$ cat config.mk
export PLATFORM = sky130hd
export DESIGN_NAME = fft_butterfly_tf
export DESIGN_NICKNAME = d
export VERILOG_FILES = /design/src/rtl/fft_pkg.sv /design/src/rtl/cmult_pipe.sv /design/src/rtl/fft_butterfly_tf.sv
export SDC_FILE = /design/constraint.sdc
export NUM_CORES = 2
export LEC_CHECK = 0
export BUFFER_PORTS_ARGS = -buffer_cell sky130_fd_sc_hd__clkbuf_2
export CAP_MARGIN = 10
export CORE_MARGIN = 5
export CORE_UTILIZATION = 25
export CTS_CLUSTER_DIAMETER = 150
export DETAILED_ROUTE_END_ITERATION = 8
export PLACE_DENSITY = 0.46
export SYNTH_ARGS = -nofsm -noshare
export SYNTH_HDL_FRONTEND = slang
export SYNTH_SLANG_ARGS = --single-unit
export TNS_END_PERCENT = 100
$ cat constraint.sdc
create_clock -name clk -period 23.7 [get_ports clk]
set_input_delay 4.74 -clock clk [delete_from_list [all_inputs] [get_ports clk]]
set_output_delay 4.74 -clock clk [all_outputs]
set_load 0.01 [all_outputs]
$ cat src/rtl/fft_pkg.sv
// fft_pkg: shared constants and packed-field helpers for the radix-2 twiddle butterfly.
//   Data words pack {re, im} as two signed 16-bit halves; twiddles pack {re, im}
//   as two signed 10-bit halves with unity = 1 << TF_SHIFT.
package fft_pkg;

    localparam int TF_SHIFT     = 8;
    localparam int TF_ROUND     = 128;
    localparam int BFLY_LATENCY = 4;

    localparam int XH     = 16;
    localparam int TFH    = 10;
    localparam int PROD_W = XH + TFH;
    localparam int RND_W  = 18;
    localparam int SUM_W  = 19;

    function automatic logic signed [XH-1:0] x_re(input logic [2*XH-1:0] x);
        return x[2*XH-1:XH];
    endfunction

    function automatic logic signed [XH-1:0] x_im(input logic [2*XH-1:0] x);
        return x[XH-1:0];
    endfunction

    function automatic logic signed [TFH-1:0] tf_re(input logic [2*TFH-1:0] w);
        return w[2*TFH-1:TFH];
    endfunction

    function automatic logic signed [TFH-1:0] tf_im(input logic [2*TFH-1:0] w);
        return w[TFH-1:0];
    endfunction

    // Halves a 19-bit sum (floor) and clamps it to 16 bits; returns {clamped, value}.
    // The halved value fits in 16 bits exactly when the top three sum bits agree.
    function automatic logic [XH:0] sat_half(input logic [SUM_W-1:0] s);
        logic ovf;
        ovf = !(&s[SUM_W-1:XH] || ~|s[SUM_W-1:XH]);
        return ovf ? {1'b1, s[SUM_W-1], {(XH-1){~s[SUM_W-1]}}} : {1'b0, s[XH:1]};
    endfunction

endpackage

$ cat src/rtl/cmult_pipe.sv
// cmult_pipe: two-register complex multiply B*W with rounding back to twiddle scale.
//   clk, rst  : clock, asynchronous active-high reset
//   v_i/v_o   : sample valid in / out (two cycles later)
//   a_i/a_o   : operand A carried alongside the multiply
//   m_i/m_o   : metadata tag carried alongside the multiply
//   b_i, w_i  : data operand B and twiddle W
//   pr_o/pi_o : round((B*W) / 2^TF_SHIFT), real and imaginary, 18-bit signed
module cmult_pipe
    import fft_pkg::*;
#(
    parameter int A_W = 32,
    parameter int B_W = 32,
    parameter int W_W = 20,
    parameter int M_W = 1
) (
    input  logic                    clk,
    input  logic                    rst,
    input  logic                    v_i,
    input  logic [A_W-1:0]          a_i,
    input  logic [B_W-1:0]          b_i,
    input  logic [W_W-1:0]          w_i,
    input  logic [M_W-1:0]          m_i,
    output logic                    v_o,
    output logic [A_W-1:0]          a_o,
    output logic [M_W-1:0]          m_o,
    output logic signed [RND_W-1:0] pr_o,
    output logic signed [RND_W-1:0] pi_o
);

    logic                     v2_q, v3_q;
    logic [A_W-1:0]           a2_q, a3_q;
    logic [M_W-1:0]           m2_q, m3_q;
    logic signed [PROD_W-1:0] rr_d, ii_d, ri_d, ir_d;
    logic signed [PROD_W-1:0] rr_q, ii_q, ri_q, ir_q;
    logic signed [PROD_W:0]   pr_sum, pi_sum;
    logic signed [RND_W-1:0]  pr_d, pi_d, pr_q, pi_q;

    always_comb begin
        rr_d   = PROD_W'(x_re(b_i)) * PROD_W'(tf_re(w_i));
        ii_d   = PROD_W'(x_im(b_i)) * PROD_W'(tf_im(w_i));
        ri_d   = PROD_W'(x_re(b_i)) * PROD_W'(tf_im(w_i));
        ir_d   = PROD_W'(x_im(b_i)) * PROD_W'(tf_re(w_i));
        pr_sum = (PROD_W+1)'(rr_q) - (PROD_W+1)'(ii_q) + (PROD_W+1)'(TF_ROUND);
        pi_sum = (PROD_W+1)'(ri_q) + (PROD_W+1)'(ir_q) + (PROD_W+1)'(TF_ROUND);
        // Slicing above TF_SHIFT is the arithmetic shift, kept at 18 bits.
        pr_d   = pr_sum[TF_SHIFT +: RND_W];
        pi_d   = pi_sum[TF_SHIFT +: RND_W];
    end

    always_ff @(posedge clk or posedge rst) begin
        if (rst) begin
            v2_q <= 1'b0;
            v3_q <= 1'b0;
            a2_q <= '0;
            a3_q <= '0;
            m2_q <= '0;
            m3_q <= '0;
            rr_q <= '0;
            ii_q <= '0;
            ri_q <= '0;
            ir_q <= '0;
            pr_q <= '0;
            pi_q <= '0;
        end else begin
            v2_q <= v_i;
            a2_q <= a_i;
            m2_q <= m_i;
            rr_q <= rr_d;
            ii_q <= ii_d;
            ri_q <= ri_d;
            ir_q <= ir_d;
            v3_q <= v2_q;
            a3_q <= a2_q;
            m3_q <= m2_q;
            pr_q <= pr_d;
            pi_q <= pi_d;
        end
    end

    assign v_o  = v3_q;
    assign a_o  = a3_q;
    assign m_o  = m3_q;
    assign pr_o = pr_q;
    assign pi_o = pi_q;

endmodule

$ cat src/rtl/fft_butterfly_tf.sv
// fft_butterfly_tf: radix-2 DIT butterfly fed directly by the 512-point twiddle ROM.
//   clk, rst          : clock, asynchronous active-high reset
//   in_nd             : input valid; in_addr selects the twiddle for this butterfly
//   in_a, in_b, in_m  : operands A, B ({re, im}) and metadata tag
//   tf_addr/tf_addr_nd: ROM address and read strobe (combinational)
//   tf_in             : ROM data, one cycle after the strobe
//   out_nd            : output valid, four cycles after in_nd
//   out_x, out_y      : (A + W*B)/2 and (A - W*B)/2, saturated; held between samples
//   out_m, out_ovf    : aligned tag and "any half clamped" flag
module fft_butterfly_tf
    import fft_pkg::*;
#(
    parameter int X_WIDTH    = 32,
    parameter int TF_WIDTH   = 20,
    parameter int ADDR_WIDTH = 8,
    parameter int M_WIDTH    = 1
) (
    input  logic                  clk,
    input  logic                  rst,
    input  logic                  in_nd,
    input  logic [ADDR_WIDTH-1:0] in_addr,
    input  logic [X_WIDTH-1:0]    in_a,
    input  logic [X_WIDTH-1:0]    in_b,
    input  logic [M_WIDTH-1:0]    in_m,
    output logic [ADDR_WIDTH-1:0] tf_addr,
    output logic                  tf_addr_nd,
    input  logic [TF_WIDTH-1:0]   tf_in,
    output logic                  out_nd,
    output logic [X_WIDTH-1:0]    out_x,
    output logic [X_WIDTH-1:0]    out_y,
    output logic [M_WIDTH-1:0]    out_m,
    output logic                  out_ovf
);

    logic                    s1_v_q;
    logic [X_WIDTH-1:0]      s1_a_q, s1_b_q;
    logic [M_WIDTH-1:0]      s1_m_q;
    logic                    s3_v;
    logic [X_WIDTH-1:0]      s3_a;
    logic [M_WIDTH-1:0]      s3_m;
    logic signed [RND_W-1:0] s3_pr, s3_pi;
    logic [XH:0]             xr, xi, yr, yi;
    logic [X_WIDTH-1:0]      out_x_d, out_y_d;
    logic                    out_ovf_d;
    logic                    out_nd_q, out_ovf_q;
    logic [X_WIDTH-1:0]      out_x_q, out_y_q;
    logic [M_WIDTH-1:0]      out_m_q;

    assign tf_addr    = in_addr;
    assign tf_addr_nd = in_nd & ~rst;

    // Stage 1 delays the operands to meet the ROM's one-cycle read latency.
    always_ff @(posedge clk or posedge rst) begin
        if (rst) begin
            s1_v_q <= 1'b0;
            s1_a_q <= '0;
            s1_b_q <= '0;
            s1_m_q <= '0;
        end else begin
            s1_v_q <= in_nd;
            s1_a_q <= in_a;
            s1_b_q <= in_b;
            s1_m_q <= in_m;
        end
    end

    cmult_pipe #(
        .A_W (X_WIDTH),
        .B_W (X_WIDTH),
        .W_W (TF_WIDTH),
        .M_W (M_WIDTH)
    ) u_cmult (
        .clk  (clk),
        .rst  (rst),
        .v_i  (s1_v_q),
        .a_i  (s1_a_q),
        .b_i  (s1_b_q),
        .w_i  (tf_in),
        .m_i  (s1_m_q),
        .v_o  (s3_v),
        .a_o  (s3_a),
        .m_o  (s3_m),
        .pr_o (s3_pr),
        .pi_o (s3_pi)
    );

    always_comb begin
        xr        = sat_half(SUM_W'(x_re(s3_a)) + SUM_W'(s3_pr));
        xi        = sat_half(SUM_W'(x_im(s3_a)) + SUM_W'(s3_pi));
        yr        = sat_half(SUM_W'(x_re(s3_a)) - SUM_W'(s3_pr));
        yi        = sat_half(SUM_W'(x_im(s3_a)) - SUM_W'(s3_pi));
        out_x_d   = {xr[XH-1:0], xi[XH-1:0]};
        out_y_d   = {yr[XH-1:0], yi[XH-1:0]};
        out_ovf_d = xr[XH] | xi[XH] | yr[XH] | yi[XH];
    end

    // Output registers only load on a valid sample so bubbles hold the last result.
    always_ff @(posedge clk or posedge rst) begin
        if (rst) begin
            out_nd_q  <= 1'b0;
            out_x_q   <= '0;
            out_y_q   <= '0;
            out_m_q   <= '0;
            out_ovf_q <= 1'b0;
        end else begin
            out_nd_q <= s3_v;
            if (s3_v) begin
                out_x_q   <= out_x_d;
                out_y_q   <= out_y_d;
                out_m_q   <= s3_m;
                out_ovf_q <= out_ovf_d;
            end
        end
    end

    assign out_nd  = out_nd_q;
    assign out_x   = out_x_q;
    assign out_y   = out_y_q;
    assign out_m   = out_m_q;
    assign out_ovf = out_ovf_q;

endmodule

Yosys cells after proc, flatten, opt, wreduce, memory -nomap -nowiden. Cells that the tools add are included.

Flip-flop bits (word level): 341. Logic and storage cells: 62. Input bits: 96.

Reductions and logical operators: 16. Bitwise gates (word level): 9. Multiplexer cells: 4. Multiply operators: 4. Add/subtract/negate cells: 8.

Operators with widths (count): 16-bit by 10-bit multiplier with 26-bit output (4); 17-bit 2-to-1 mux (4); 26-bit by 9-bit adder with 26-bit output, second input constant (2); 16-bit by 18-bit adder with 19-bit output (2); 16-bit by 18-bit subtractor with 19-bit output (2); 26-bit adder (1); 26-bit subtractor (1); 3-bit AND reduction (4); 3-bit OR reduction (4); 1-bit inverter (5); 1-bit logical NOT (4); 1-bit logical OR (4); 1-bit bitwise OR (3); 1-bit AND (1).

Depth between registers and ports, before layout.
Word-level depth: 8. Mapped depth: 23. Mapped depth without buffers: 22.

By module. Synthesis repeated with hierarchy kept, for this count alone.

Cell total of the unflattened synthesis: 4139. Area total of the unflattened synthesis: 39232.6 µm².

By module, submodules not included: cmult_pipe (sequential area each 5205.0 µm², area an instance 30889.6 µm², times used 1, cells an instance 3230); fft_butterfly_tf (sequential area each 3328.2 µm², area an instance 8343.0 µm², times used 1, cells an instance 909).

Least setup slack after synthesis. No wires, ideal clock.

Path kind: input to register. Start: input port tf_in[1]. End: register u_cmult.ii_q[25]. Stages on the path: 23. Library setup time: 0.134 ns. Arrival time: 9.804 ns. Required time: 23.566 ns. Path slack: 13.762 ns. Cells stage by stage: clkbuf_1 -> nand2_1 -> fa_1 -> inv_1 -> fa_1 -> inv_1 -> fa_1 -> inv_1 -> fa_1 -> inv_1 -> fa_1 -> inv_1 -> ha_1 -> o21ai_0 -> nand2b_1 -> a21oi_1 -> nor3b_1 -> o41ai_2 -> o21ai_0 -> o21ai_0 -> o21ai_1 -> o41ai_1 -> xnor2_1.

Cells in the longest elaborated chain, start to end: 1.

RTL lines: start: declaration (line fft_butterfly_tf.sv:27) `input logic [TF_WIDTH-1:0] tf_in,`; 16-bit by 10-bit multiplier with 26-bit output (line cmult_pipe.sv:40) `ii_d = PROD_W'(x_im(b_i)) * PROD_W'(tf_im(w_i));`; net u_cmult.ii_d[25] (line cmult_pipe.sv:33) `logic signed [PROD_W-1:0] rr_d, ii_d, ri_d, ir_d;`; end signal: assignment (line cmult_pipe.sv:69) `ii_q <= ii_d;`; end: declaration (line cmult_pipe.sv:34) `logic signed [PROD_W-1:0] rr_q, ii_q, ri_q, ir_q;`.

The timed path passes the listed nets, and every way through them passes these cells. A chain may end at the register's enable or synchronous reset.

Final worst setup path.
Start: input port tf_in[9]. End: register u_cmult.ii_q[25].

The elaborated chain is that of the path after synthesis.

==> metrics.md <==
| Metric | Value |
|---|---|
| Post-CTS Resized | `0` |
| Period minus WS final | `10.80 ns` |
| Most frequent cells in the layout | `inv_1 (842), fa_1 (560), ha_1 (406)` |
| Critical path data required time | `24.20 ns` |
| DP Area | `0.0416 mm²` |
| Prevailing post-synth register cell | `dfrtp_1` |
| DR vias | `26770` |
| Clock sink count | `341` |
| Clk slew on worst S/H paths | `0.06 ns` |
| TritonCTS Buffers | `48` |
| Setup ws final | `approximately 13 ns` |
| DP Cell Count | `6113` |
| Die area | `0.163 mm²` |
| Synth cell types | `90` |
| Initial antenna violation count | `18` |
| Pleak | `about 0.022 µW` |
| #FFs+latches synth | `roughly 340` |
| Via density | `4.31` |
| Crit. End Element | `register` |
| Hold EP | `u_cmult.a2_q[2]` |
| Pwr Density | `148 mW/mm²` |
| I/O pin count | `172` |
| Die height | `just over 400 µm` |
| Final ANT Viol Nets | `0` |
| Number of fill cells | `16424` |
| Slew @ Worst Pin | `1.11 ns` |
| Largest net degree at the start of global routing | `108` |
| FP Rows | `144` |
| Sequential share of the synthesized area | `22.0%` |
| Outcome | `complete, no violations` |
| Post-Layout Cell Count | `6206` |
| Worst hold path cell count | `0` |
| P&R area growth vs syn | `11.9%` |
| # H-tree levels | `2` |
| Core Region | `0.154 mm²` |
| RSZ-0062 raised after global routing | `no` |
| Clock Skew | `roughly 0.021 ns` |
| Share of the synthesized area in the top cell type | `28.9%` |
| Syn_nets | `a little over 5000` |
| Finished Cell Area | `0.0433 mm²` |
| DRC violation count after routing | `0` |
| Dominant cell type by area after synthesis | `fa_1` |
| Post-synthesis cell count | `4047` |
| Fraction of layout cells with a size suffix above 1 | `around 7.7%` |
| Period utilisation layout | `~46%` |
| Drt total wl | `97300 µm` |
| Post-synth ARST share | `100%` |
| Setup_tns | `0 ns` |
| VDD IR max | `0.0920 mV` |
| Reg-to-Reg Start | `s1_b_q[4]` |
| Iteration-0 DRC Markers | `roughly 1300` |
| Most common cell after layout, fill and taps aside | `inv_1` |
| Dpl ws | `12.35 ns` |
| DP HPWL | `74600 µm` |
| Setup Crit Path Kind | `in2reg` |
| Syn_area_per_cell | `9.57 µm²` |
| Pre-antenna DRT Iters | `7` |
| Fmax | `between 0.09 and 0.1 GHz` |
| Reg2reg setup slack | `17.12 ns` |
| Yosys warning count | `0` |
| Final Max Tran Viols | `0` |
| EDFF count, synth | `0` |
| Total global routing overflow | `0` |
| Die Width | `404 µm` |
| Final Hold Viols | `0` |
| HP Start | `s1_a_q[2]` |
| Hold Path Class | `reg2reg` |
| CTS tree | `built` |
| Reg2Reg Depth | `22` |
| Clock Latency Late Sink | `0.62 ns` |
| RePlAce Congestion | `between 0.7 and 0.8` |
| Max_slew headroom | `25.7%` |
| Dominant cells by area after synthesis | `fa_1 (29%), dfrtp_1 (22%), ha_1 (13%)` |
| Worst setup SP type | `primary input` |
| Max-cap check violation count | `0` |
| Starting density of the core | `25.1%` |
| Buffers on Ports | `155` |
| R2R Path End | `u_cmult.ii_q[25]` |
| First-pass GRT wire length | `around 160000 µm` |
| GRT Total Usage | `12.3%` |
| Hold-fix buffers, CTS | `0` |
| Hold Slack | `0.334 ns` |
| Routed len/inst | `around 16 µm` |
| CTS Buffer Depth | `3` |
| Synth Cell Area | `0.0387 mm²` |
| Post-CTS setup buffer count | `0` |
| Vias in the first global route | `28495` |
| WP data arrival | `11.29 ns` |
| Final setup viols | `0` |
| Root buffer cell | `clkbuf_16` |
| Worst-path fanout max | `27` |
| Fin nets | `5181` |
## logic make-up (layout without fill, tap and decap cells)
family | Yosys count | count (layout) | synth area share [%]
simple gates | 1032 | 1032 | 12.6
buf+inv | 1014 | 1122 | 10.1
fa+ha+maj | 966 | 966 | 42.1
compound gates | 492 | 492 | 8.63
flops | 341 | 341 | 22.0
xor+xnor | 200 | 200 | 4.52
mux | 2 | 2 | 0.0549
other cells | 0 | 7 | 0
## cells in the mapped netlist (all sizes together) (5+ instances only)
master  instances
a211oi         18
a21boi          7
a21o           45
a21oi         181
a221o           5
a31oi          21
and2          239
and3           19
buf            30
clkbuf        139
dfrtp         341
fa            560
ha            406
inv           843
nand2         407
nand2b         28
nand3          27
nand4           7
nor2          205
nor2b          23
nor3           33
nor4            5
o211ai         15
o21a           35
o21ai          59
o21bai         20
o22a           24
o31a            5
o31ai          10
o41ai           5
or2            11
or3             9
or4             7
xnor2         163
xor2           37
## where the power goes
| part | switching [µW] | internal [µW] |
|---|---|---|
| clock network | 304 | 487 |
| logic | 2700 | 2000 |
| registers | 105 | 833 |
## sequential cells by signal, indices dropped and copies added, names as in the netlist, 18 cells and up
signal,cells
u_cmult.pi_o,18
out_x,32
s1_b_q,32
u_cmult.rr_q,26
out_y,32
u_cmult.ri_q,26
u_cmult.a2_q,32
u_cmult.a_o,32
s1_a_q,32
u_cmult.ir_q,26
u_cmult.pr_o,18
u_cmult.ii_q,26
## area by class of cell
class | count | area (µm²) | area share, %
Timing Repair Buffer | 191 | 1050 | 2.41
Multi-Input combinational cell | 2692 | 26300 | 60.7
Antenna cell | 7 | 17.5 | 0.0404
Sequential cell | 341 | 8540 | 19.7
Clock buffer | 59 | 1280 | 2.96
Inverter | 845 | 3180 | 7.33
Clock inverter | 27 | 430 | 0.993
Tap cell | 2044 | 2560 | 5.90
## critical path, stage by stage
cell and delay, ns:
clkbuf_2 0.32, clkinv_1 0.90, nor2_1 0.37, fa_1 0.47, fa_1 0.51, fa_1 0.43
fa_1 0.49, inv_1 0.05, fa_1 0.47, inv_1 0.04, ha_1 0.20, nor4_1 0.29
o21a_1 0.19, nor3b_1 0.08, o41ai_2 0.42, o21ai_0 0.29, o21ai_0 0.38, o21ai_1 0.17
o41ai_1 0.34, xnor2_1 0.12
## per-layer routing
metal | wire [µm] | part of all wire [%] | vias to the layer above | GRT usage, %
li1 | - | - | 12601 | -
met1 | 45900 | 47 | 13614 | 17.2
met2 | 43700 | 45 | 436 | 19.5
met3 | 5260 | 5.4 | 107 | 2.53
met4 | 2360 | 2.4 | 12 | 2.96
met5 | 74 | 0.076 | - | 0
## through the flow
stage	power (µW)	util [%]
5_1_grt	7210	28.1
4_1_cts	6540	28.1
6_report	6440	28.1
2_1_floorplan	4540	-
3_5_place_dp	5700	27.0
3_3_place_gp	5660	27.0
## worst max path at each step
| stage | from | cells past startpoint | slack, ns | to |
|---|---|---|---|---|
| after detailed placement | tf_in[9] | 20 | 12.35 | u_cmult.ii_q[25] |
| after floorplan | rst | 1 | 9.51 | out_m |
| after CTS | tf_in[9] | 20 | 13.03 | u_cmult.ii_q[25] |
| after global placement | tf_in[9] | 20 | 12.42 | u_cmult.ii_q[25] |
| final | tf_in[9] | 20 | 12.90 | u_cmult.ii_q[25] |
| after global routing | tf_in[9] | 20 | 12.53 | u_cmult.ii_q[25] |
(Power assumes the default switching activity.)
